## src/rtl/if_fetch_stage.sv

```systemverilog
// Instruction-fetch stage: owns the PC and addresses a combinational ROM.
// It registers the returned word into an IF/ID slot, which decode consumes
// through a valid/ready handshake. A redirect retargets the PC and flushes
// the slot. A bad PC (misaligned or past the ROM) emits one fault entry and
// parks the stage in HALT until the next redirect.
module if_fetch_stage #(
    parameter logic [31:0] RESET_PC    = 32'h0000_0000,
    parameter int unsigned IMEM_BYTES  = 1024,
    parameter logic [31:0] FAULT_INSTR = 32'h0000_0000
) (
    input  logic        clk,
    input  logic        rst_n,
    input  logic        enable,
    output logic [31:0] imem_addr,
    input  logic [31:0] imem_rdata,
    input  logic        redirect_valid,
    input  logic [31:0] redirect_pc,
    output logic        out_valid,
    input  logic        out_ready,
    output logic [31:0] out_instr,
    output logic [31:0] out_pc,
    output logic        out_fault,
    output logic        halted,
    output logic [31:0] fetch_count
);

    localparam logic [0:0]  ST_RUN  = 1'b0;
    localparam logic [0:0]  ST_HALT = 1'b1;
    localparam logic [31:0] LAST_PC = 32'(IMEM_BYTES - 4);

    logic [31:0] r_pc;
    logic [0:0]  r_state;
    logic        r_out_valid;
    logic [31:0] r_out_instr;
    logic [31:0] r_out_pc;
    logic        r_out_fault;
    logic [31:0] r_fetch_count;

    logic        w_done;
    logic        w_slot_free;
    logic        w_bad_pc;

    assign w_done      = r_out_valid & out_ready;
    assign w_slot_free = !r_out_valid | out_ready;
    assign w_bad_pc    = (r_pc[1:0] != 2'b00) || (r_pc > LAST_PC);

    assign imem_addr   = r_pc;
    assign out_valid   = r_out_valid;
    assign out_instr   = r_out_instr;
    assign out_pc      = r_out_pc;
    assign out_fault   = r_out_fault;
    assign halted      = (r_state == ST_HALT);
    assign fetch_count = r_fetch_count;

    // Count every completed handshake, including one that coincides with a redirect.
    always_ff @(posedge clk or negedge rst_n) begin
        if (!rst_n) begin
            r_fetch_count <= 32'd0;
        end else if (w_done) begin
            r_fetch_count <= r_fetch_count + 32'd1;
        end
    end

    // PC, state and IF/ID slot update; the branches are ordered by priority.
    always_ff @(posedge clk or negedge rst_n) begin
        if (!rst_n) begin
            r_pc        <= RESET_PC;
            r_state     <= ST_RUN;
            r_out_valid <= 1'b0;
            r_out_instr <= 32'd0;
            r_out_pc    <= 32'd0;
            r_out_fault <= 1'b0;
        end else if (redirect_valid) begin
            // The ROM word for the old PC is dropped along with any pending entry.
            r_pc        <= redirect_pc;
            r_state     <= ST_RUN;
            r_out_valid <= 1'b0;
            r_out_fault <= 1'b0;
        end else if (r_state == ST_HALT) begin
            // Only the fault entry remains; let it drain, then sit idle.
            r_out_valid <= r_out_valid & !out_ready;
        end else if (!enable || !w_slot_free) begin
            // Stalled: the entry held in the slot must not be overwritten.
            if (!enable && w_done) begin
                r_out_valid <= 1'b0;
            end
        end else if (w_bad_pc) begin
            r_out_valid <= 1'b1;
            r_out_fault <= 1'b1;
            r_out_instr <= FAULT_INSTR;
            r_out_pc    <= r_pc;
            r_state     <= ST_HALT;
        end else begin
            r_out_valid <= 1'b1;
            r_out_fault <= 1'b0;
            r_out_instr <= imem_rdata;
            r_out_pc    <= r_pc;
            r_pc        <= r_pc + 32'd4;
        end
    end

endmodule

```

## config.mk

```make
export PLATFORM = sky130hd
export DESIGN_NAME = if_fetch_stage
export DESIGN_NICKNAME = d
export VERILOG_FILES = /design/src/rtl/if_fetch_stage.sv
export SDC_FILE = /design/constraint.sdc
export NUM_CORES = 1
export LEC_CHECK = 0
export CAP_MARGIN = 15
export CORE_ASPECT_RATIO = 0.6
export CORE_MARGIN = 4
export CORE_UTILIZATION = 46
export CTS_BUF_LIST = sky130_fd_sc_hd__clkbuf_8
export DETAILED_ROUTE_END_ITERATION = 8
export PLACE_DENSITY = 0.86
export REMOVE_ABC_BUFFERS = 1
export SYNTH_ARGS = -nofsm -noshare
export SYNTH_HDL_FRONTEND = slang
export SYNTH_SLANG_ARGS = --single-unit
```

## constraint.sdc

```tcl
create_clock -name clk -period 2.63 [get_ports clk]
set_input_delay 0.526 -clock clk [delete_from_list [all_inputs] [get_ports clk]]
set_output_delay 0.526 -clock clk [all_outputs]
set_load 0.05 [all_outputs]
```

==> results.txt, run 1 <==
- The run finished with clean final reports.
- Die Width: 148 µm
- Setup repair after global routing left no endpoint under its margin.
- The first routing iteration left 173 violations.
- At the worst endpoint, the arrival time is 1.81 ns.
* Worst-Skew Late Latency: 0.43 ns
* Worst path depth: 1
- Maximum number of pins on one net before global-route repair: 59
* Number of post-CTS setup repair buffers: 0
- I/O pin count: 200
- The first global-routing pass estimated 25,200 µm of wire.
* Largest delay share family, worst path: buffers and inverters
- The tree built by TritonCTS fans out to 131 sinks.
- Top area cells in the synthesized netlist: dfrtp_1 61%, nand2_1 13%, mux2_2 5.4%
- Total power after layout: 5490 µW
- Worst r2r src: imem_addr[1]
- After detailed routing, the number of vias per cell comes to 5.06.
- Summing every instance area after synthesis gives 5380 µm².
- Antenna cells: 0
- Post-synth ARST share: 100%
- Kind of end point of the critical path: output port
- Area of the die: 13,600 µm²
* Setup slack of the most critical reg-to-reg path: 0.44 ns
- Counting cells, the worst reg-to-reg path comes to 5.
- TritonCTS built the clock tree.
- After legalization and detailed placement, the total HPWL measured 11,500 µm.
- CP startpoint kind: flop
- The routed design could run at a clock period as short as 2.33 ns.
- Across all layers, the routed design uses 4,562 vias.
* Primary flip-flop cell chosen by synthesis mapping: dfrtp_1
- CP Data Required Time: 2.10 ns
- Area of the multi-input gates: 2010 µm²
- Global routing finished with a remaining overflow of 0.
- Of the cells placed in the final design, the portion with a size suffix greater than 1 is 10.4%.
- Number of hold buffers added after cts: 0
- The worst hold path belongs to the class input port to asynchronous set/reset pin.
- Max-cap violations in this run came to 0.
- Depth of the CTS H-tree: 4
- In this run the standard cell core region covers 11,400 µm².
- Buffer and inverter count on the worst path: 1
- Number of buffers inserted by port buffering: 199
- Largest voltage drop on the vdd net: 0.484 mV
- The endpoint identified for the worst register-to-register timing path is imem_addr[3].
* Tot GR Track Use: 23.7%
- Length of the first detailed-routing pass in iterations: 4
- The synthesized design contains 131 register bits.
- Gates resized during post-CTS repair numbered 0.
* Sequential cell area fraction in the yosys report: 60.9%
* Final sum of negative setup slack: 0 ns
- The count of nets left with antenna violations once routing finished came out at 0.
* Worst path max stage delay: 0.88 ns
- In this run the worst setup path begins at imem_addr[4].
* Leakage Power: 0.00368 µW
* Final setup vio count: 0
- Maximum fanout along the worst path: 8
- Starting density of the core: 47.3%
- Headroom to the max-slew limit came out at 61.8%.
- The floorplan has 30 rows.
- Synthesis handed over a netlist of 520 instances.
- Fill cells in the final layout number 857.
- Share of Yosys cell area claimed by the top area cell type: 60.9%
- Antenna violations before repair: 2
- The max-slew violation count came to 0.
- The final number of hold-violating endpoints was 0.
- Clock Pin Slew Worst Setup and Hold Paths: 0.07 ns
- The tree is rooted in a clkbuf_8.
* Transition time of the tightest slew-check pin: 0.572 ns
- For this run, design rule violations remaining after detail routing come to 0.
- Drt wl/cell: 17.3 µm
- The synthesized netlist contains 31 unique library cells.
- For this design the ratio of total power to cell area is 687 nW/µm².
- Number of buffers between clock root and the deepest sink: 2
- Net count of the finished layout: 802
- The via count of the first global-routing pass came to 4,866.
- From synthesis to final layout, the design area changed by 48.4%.
- The synthesized design contains 0 enable-type register cells.
- For this design, the slowest cell found on the critical path is clkdlybuf4s50_1.
- Clock skew: 0.0118 ns
- Final critical-path share of the clock period: 88.7%
- The critical path in this run is classified as flop to output port.
* Highest clock rate: 0.428 GHz
* Total detailed-routing wirelength: 15,600 µm
- Crit path cell chain: clkdlybuf4s50_1
- GPL Wtd Cong: 0.836
* Termination of the worst setup path: imem_addr[4]
* Avg Synthesized Cell Area: 10.4 µm²
* Reg area: 3280 µm²
- TritonCTS created 17 clock buffers.
- The Yosys step of the flow raised 0 warnings.
* Vertical die dimension: 91.8 µm
* Leading area contributor after synthesis: dfrtp_1
## Yosys cell counts (3+ instances only)
cell	instances
xor2_1	7
a21oi_1	3
nor2_1	6
nor3_1	6
nor4_1	11
clkbuf_1	18
dfrtp_1	131
xnor2_1	30
mux2_2	26
nand3_1	46
and2_1	3
inv_1	3
and3_1	4
buf_2	3
nand2_1	185
nand4_1	7
and4_1	5
o21ai_0	7
## layout make-up
class | count | share of cell area [%]
Multi-Input combinational cell | 363 | 25.2
Inverter | 3 | 0.141
Tap cell | 160 | 2.51
Clock inverter | 9 | 1.16
Clock buffer | 20 | 3.45
Sequential cell | 131 | 41.0
Timing Repair Buffer | 215 | 26.5
## kinds of logic (layout without fill, tap and decap cells)
| group | after synthesis | in the layout | share of synthesized area [%] |
|---|---|---|---|
| muxes | 26 | 26 | 5.44 |
| DFF | 131 | 131 | 60.9 |
| xor gates and xnor gates | 37 | 37 | 6.02 |
| AOI/OAI and AO/OA | 13 | 13 | 1.42 |
| adders and majority gates | 2 | 2 | 0.465 |
| and+or+nand+nor | 285 | 285 | 23.9 |
| buffers and inverters | 26 | 247 | 1.88 |
## cells in the final DEF, fill, tap and decap left out, types with 2 or more instances in the layout
cell type	netlist	routed
nor3_1	6	6
o21ai_0	7	7
clkdlybuf4s50_1	0	197
nor2_1	6	4
mux2_2	26	26
or2_2	2	2
clkinv_2	0	2
a21oi_1	3	3
and4_1	5	5
inv_1	3	7
nand2_1	185	185
nor4_1	11	11
ha_1	2	2
or4_1	2	2
dfrtp_1	131	131
buf_4	0	16
nand4_1	7	7
nor3_4	2	2
xor2_1	7	7
and2_1	3	3
and3_1	4	4
clkbuf_8	0	20
xnor2_1	30	30
nand2b_1	2	2
bufinv_16	0	2
nand3_1	46	46
## sequential cells by signal (all words and copies together) (netlist names)
register     flops
out_instr       32
fetch_count     32
halted           1
imem_addr       32
out_fault        1
out_pc          32
out_valid        1
## how the worst min path moves through the flow
stage	end	slack [ns]	depth (start not counted)
2_1_floorplan	fetch_count[0]	0.23	0
3_3_place_gp	out_instr[9]	0.45	2
3_5_place_dp	out_instr[22]	0.46	2
4_1_cts	out_pc[6]	0.001	1
5_1_grt	out_pc[23]	0.02	1
6_report	imem_addr[7]	0.02	1
## through the flow
stage | utilization (%) | hold WS [ns] | instance area, µm² | cells | setup WS, ns
detailed placement | 67.0 | 0.456 | 7620 | 872 | 0.0842
CTS | 70.2 | 0.00129 | 7990 | 901 | 0.269
finish | 70.2 | 0.0154 | 7990 | 901 | 0.296
global placement | 67.0 | 0.449 | 7620 | 872 | 0.158
global route | 70.2 | 0.0190 | 7990 | 901 | 0.237
floorplan | - | 0.230 | 5290 | 497 | -0.682
## routing by layer
metal / GRT usage, % / vias up / part of all wire, %
met3: 10.5 / 19 / 10
met2: 37.2 / 172 / 47
li1: - / 2155 / -
met5: 0 / - / 0.071
met1: 29.5 / 2214 / 42
met4: 7.67 / 2 / 0.95
## power breakdown
part           internal [µW]  switching [µW]
Sequential              2200             182
Combinational            525             970
Clock                    885             729
Total                   3610            1880
No activity file was read; power rests on OpenSTA's default activity.
==> run 2, diff against run 1 <==
- ABC_AREA: default -> 1
- CORE_UTILIZATION: 46 -> 48
- GPL_TIMING_DRIVEN: default -> 0
- REMOVE_ABC_BUFFERS: 1 -> default
==> run 2 against run 1 <==
Via count grew 22%. Highest routed layer is now met4. Worst setup slack about the same. Fmax about the same. Critical endpoint is now fetch_count[22].
==> results.txt, run 2 <==
- The measured slew at the worst slew-check pin is 0.578 ns (+0.00511 ns).
* Vertical die dimension: 94.8 µm (+3.2%)
- Number of max-capacitance violations reported: 0 (unchanged)
- Final setup vio count: 0 (unchanged)
- Worst-Skew Late Latency: 0.44 ns (about the same)
* Most frequent cell after synthesis: nand2_1
- The met2 routed wirelength came to 7890 µm (+7.2%).
- The die outline width was 153 µm (+3.4%).
- Critical path start-end classification: flop to output port
- Largest delay share family, worst path: buffers and inverters
* Drt wl/cell: 15.9 µm (-8.0%)
- The flow ran to the end, and the final reports show no timing, DRC or antenna violations.
* Final sum of negative setup slack: 0 ns (unchanged)
* Net count of the finished layout: 1,012 (+26%)
- The total buffers and inverters traversed by the critical path came to 1 (unchanged).
* TritonCTS clock tree: yes
- Critical Path AT: 1.81 ns (about the same)
* Maximum number of pins on one net before global-route repair: 93 (+58%)
- Post-route met1 wirelength: 8210 µm (+27%)
- Length of the first detailed-routing pass in iterations: 6 (+2)
- The total detailed-routing wirelength was 17,800 µm (+14%).
* Leakage Power: 0.00425 µW (+15%)
* GPL Wtd Cong: 0.913 (+9.2%)
- The number of fillers in the final layout came to 965 (+13%).
- STA classifies the critical path startpoint as a flop.
- The number of diodes came to 0 (unchanged).
* Row cnt: 31 (+3.3%)
- The via total after detailed routing is 5,582 (+22%).
- The initial core utilization came to 49.5% (+2.1 points).
- Detailed Route Iter0 Violations: 330 (+91%)
- The maximum clock rate was 0.428 GHz (about the same).
* Worst slew margin relative to its limit: 61.4% (-0.46 points)
* Number of clock sinks: 131 (unchanged)
* Clock skew: 0.0185 ns (+0.00668 ns)
* Sequential cell area fraction in the yosys report: 54.4% (-6.5 points)
* Syn-to-layout area delta: 44.1%
- The global-route wire length before repair came to 28,400 µm (+13%).
- The post-CTS repair timing setup buffer count was 0 (unchanged).
- Post-placement cell area: 8250 µm² (+8.3%)
- Post-synth ARST share: 100% (unchanged)
- The H-tree depth reported by CTS was 4 (unchanged).
- The number of buffers created by CTS was 17 (unchanged).
- Leaving out fill and tap cells, the most frequent cell in the layout is nand2_1.
- Number of global-route vias before repair: 5,506 (+13%)
- The worst setup path is captured at an output port.
- The post-detailed-route count of antenna-violating nets came to 0 (unchanged).
* Area of the die: 14,500 µm² (+6.7%)
- Leaving out fill and tap cells, the most frequent cells in the layout are 342 x nand2_1, 198 x clkdlybuf4s50_1, 131 x dfrtp_1.
- The fraction of post-synthesis cell area in the top cell type by area came to 54.4% (-6.5 points).
- The detailed router used layers up to and including met4.
- The count of boundary I/O pins was 200 (unchanged).
* Post-layout minimum cycle time: 2.33 ns (+0.000373 ns)
- After synthesis, the cell types taking the most area are dfrtp_1 54%, nand2_1 21%, nand3_1 4.8%.
- Final critical-path share of the clock period: 88.8% (about the same)
- Vias per cell: 4.99 (-1.5%)
- The number of synthesized register bits is 131 (unchanged).
- Leading post-synthesis cells by instance count: 342 x nand2_1, 131 x dfrtp_1, 58 x nand3_1
* Number of buffers inserted by port buffering: 199 (unchanged)
- Post-synthesis cell area: 6020 µm² (+12%)
- dfrtp_1 takes more of the synthesized area than any other cell.
- The min-delay analysis places its worst path in the category flop to flop.
- The placed wire-length estimate was 13,300 µm (+16%).
- The share of final-layout standard cells stronger than drive strength 1 is 9.01% (-1.4 points).
- The final number of hold-violating endpoints was 0 (unchanged).
- Clock Pin Slew Worst Setup and Hold Paths: 0.08 ns (about the same)
* Remaining Overflow, GRT: 0 (unchanged)
* DRC violations left: 0 (unchanged)
- The max-slew violation count came to 0 (unchanged).
* Number of standard cells after synthesis: 721 (+39%)
* Post-CTS Resized: 0 (unchanged)
- Walking the worst path, the cells encountered are clkdlybuf4s50_1.
- The slowest stage of the critical path belongs to the cell clkdlybuf4s50_1.
- The number of antenna violations at the first check in global routing is 0 (-2).
- Synthesis produced a netlist with a net count of 792.
- The final cell area excluding filler cells is 8680 µm² (+8.7%).
- Largest voltage drop on the vdd net: 0.494 mV (+2.1%)
- The highest fanout seen on the critical path was 7 (-1).
- Number of enable-type register cells in the synthesized netlist: 0 (unchanged)
* Tot GR Track Use: 24.9% (+1.2 points)
* Avg Synthesized Cell Area: 8.35 µm² (-19%)
- The core region area came to 12,200 µm² (+7.1%).
* Power density relative to cell area: 658 nW/µm² (-4.2%)
* Met3 Wirelength: 1430 µm (-7.8%)
- Setup repair after global routing left no endpoint under its margin.
* CP Data Required Time: 2.10 ns (about the same)
* Number of warnings reported in the yosys synthesis log: 0 (unchanged)
* Primary flip-flop cell chosen by synthesis mapping: dfrtp_1
* Synth cell types: 30 (-3.2%)
- CTS Root Cell: clkbuf_8
- The delay contributed by the slowest stage of the critical path came to 0.87 ns (about the same).
* Number of buffers between clock root and the deepest sink: 2 (unchanged)
run 2: repair_timing:
action | in CTS | in global routing
hold endpoints to repair | 4 | 0
endpoints found under the setup margin | 0 | 0
hold buffers | 1 | 0
run 2: cells by family (layout without fill, tap and decap cells):
group,count (synthesis),after routing,synth area share (%)
and+or+nand+nor,476,476,33.4
AOI/OAI and AO/OA,22,22,2.47
adders and majority gates,2,2,0.415
xor gates and xnor gates,22,22,3.32
DFF,131,131,54.4
buffers and inverters,68,301,5.96
run 2: cell type report:
| type | instances | area [µm²] | share of cell area (%) |
|---|---|---|---|
| Sequential cell | 131 | 3280 | 37.8 |
| Multi-Input combinational cell | 522 | 2390 | 27.5 |
| Timing Repair Buffer | 201 | 2030 | 23.4 |
| Clock buffer | 19 | 262 | 3.01 |
| Tap cell | 165 | 206 | 2.38 |
| Buffer | 24 | 191 | 2.20 |
| Inverter | 44 | 168 | 1.93 |
| Clock inverter | 13 | 160 | 1.84 |
run 2: where the power goes:
part | leakage, µW | internal, µW | switching (µW)
logic | 0.00232 | 529 | 1010
clock network | 0.000211 | 987 | 825
registers | 0.00172 | 2190 | 171
total | 0.00425 | 3710 | 2010
run 2: metal layers:
layer / GRT usage (%) / up-vias
li1: - / 2685
met3: 6.96 / 19
met5: 0 / -
met4: 6.38 / 0
met2: 37.9 / 187
met1: 35.6 / 2691
run 2: worst paths after layout:
check | start | to | slack, ns | cells after the start
setup / recovery | fetch_count[22] | fetch_count[22] | 0.30 | 1
hold / removal | out_pc[22] | out_pc[22] | 0.47 | 2
setup reg to reg | imem_addr[18] | imem_addr[15] | 0.87 | 7
hold reg to reg | out_pc[22] | out_pc[22] | 0.47 | 2
max in group asynchronous | rst_n | out_pc[20] | 1.29 | 3
min in group asynchronous | rst_n | out_pc[9] | 0.55 | 2
run 2: through the flow:
step	setup slack, ns	util [%]	power, µW	std cells	hold slack [ns]
4_1_cts	0.279	71.3	5750	1119	0.476
2_1_floorplan	0.826	-	3290	721	0.230
3_5_place_dp	0.520	67.7	3940	1086	0.458
6_report	0.296	71.3	5720	1119	0.470
3_3_place_gp	-4.22	67.5	3910	1085	0.455
5_1_grt	0.222	71.3	5940	1119	0.494
run 2: tightest hold or removal path, delay by kind of cell (launching register included):
kind | cells | cell delay, ns
DFF | 1 | 0.34
and+or+nand+nor | 2 | 0.09
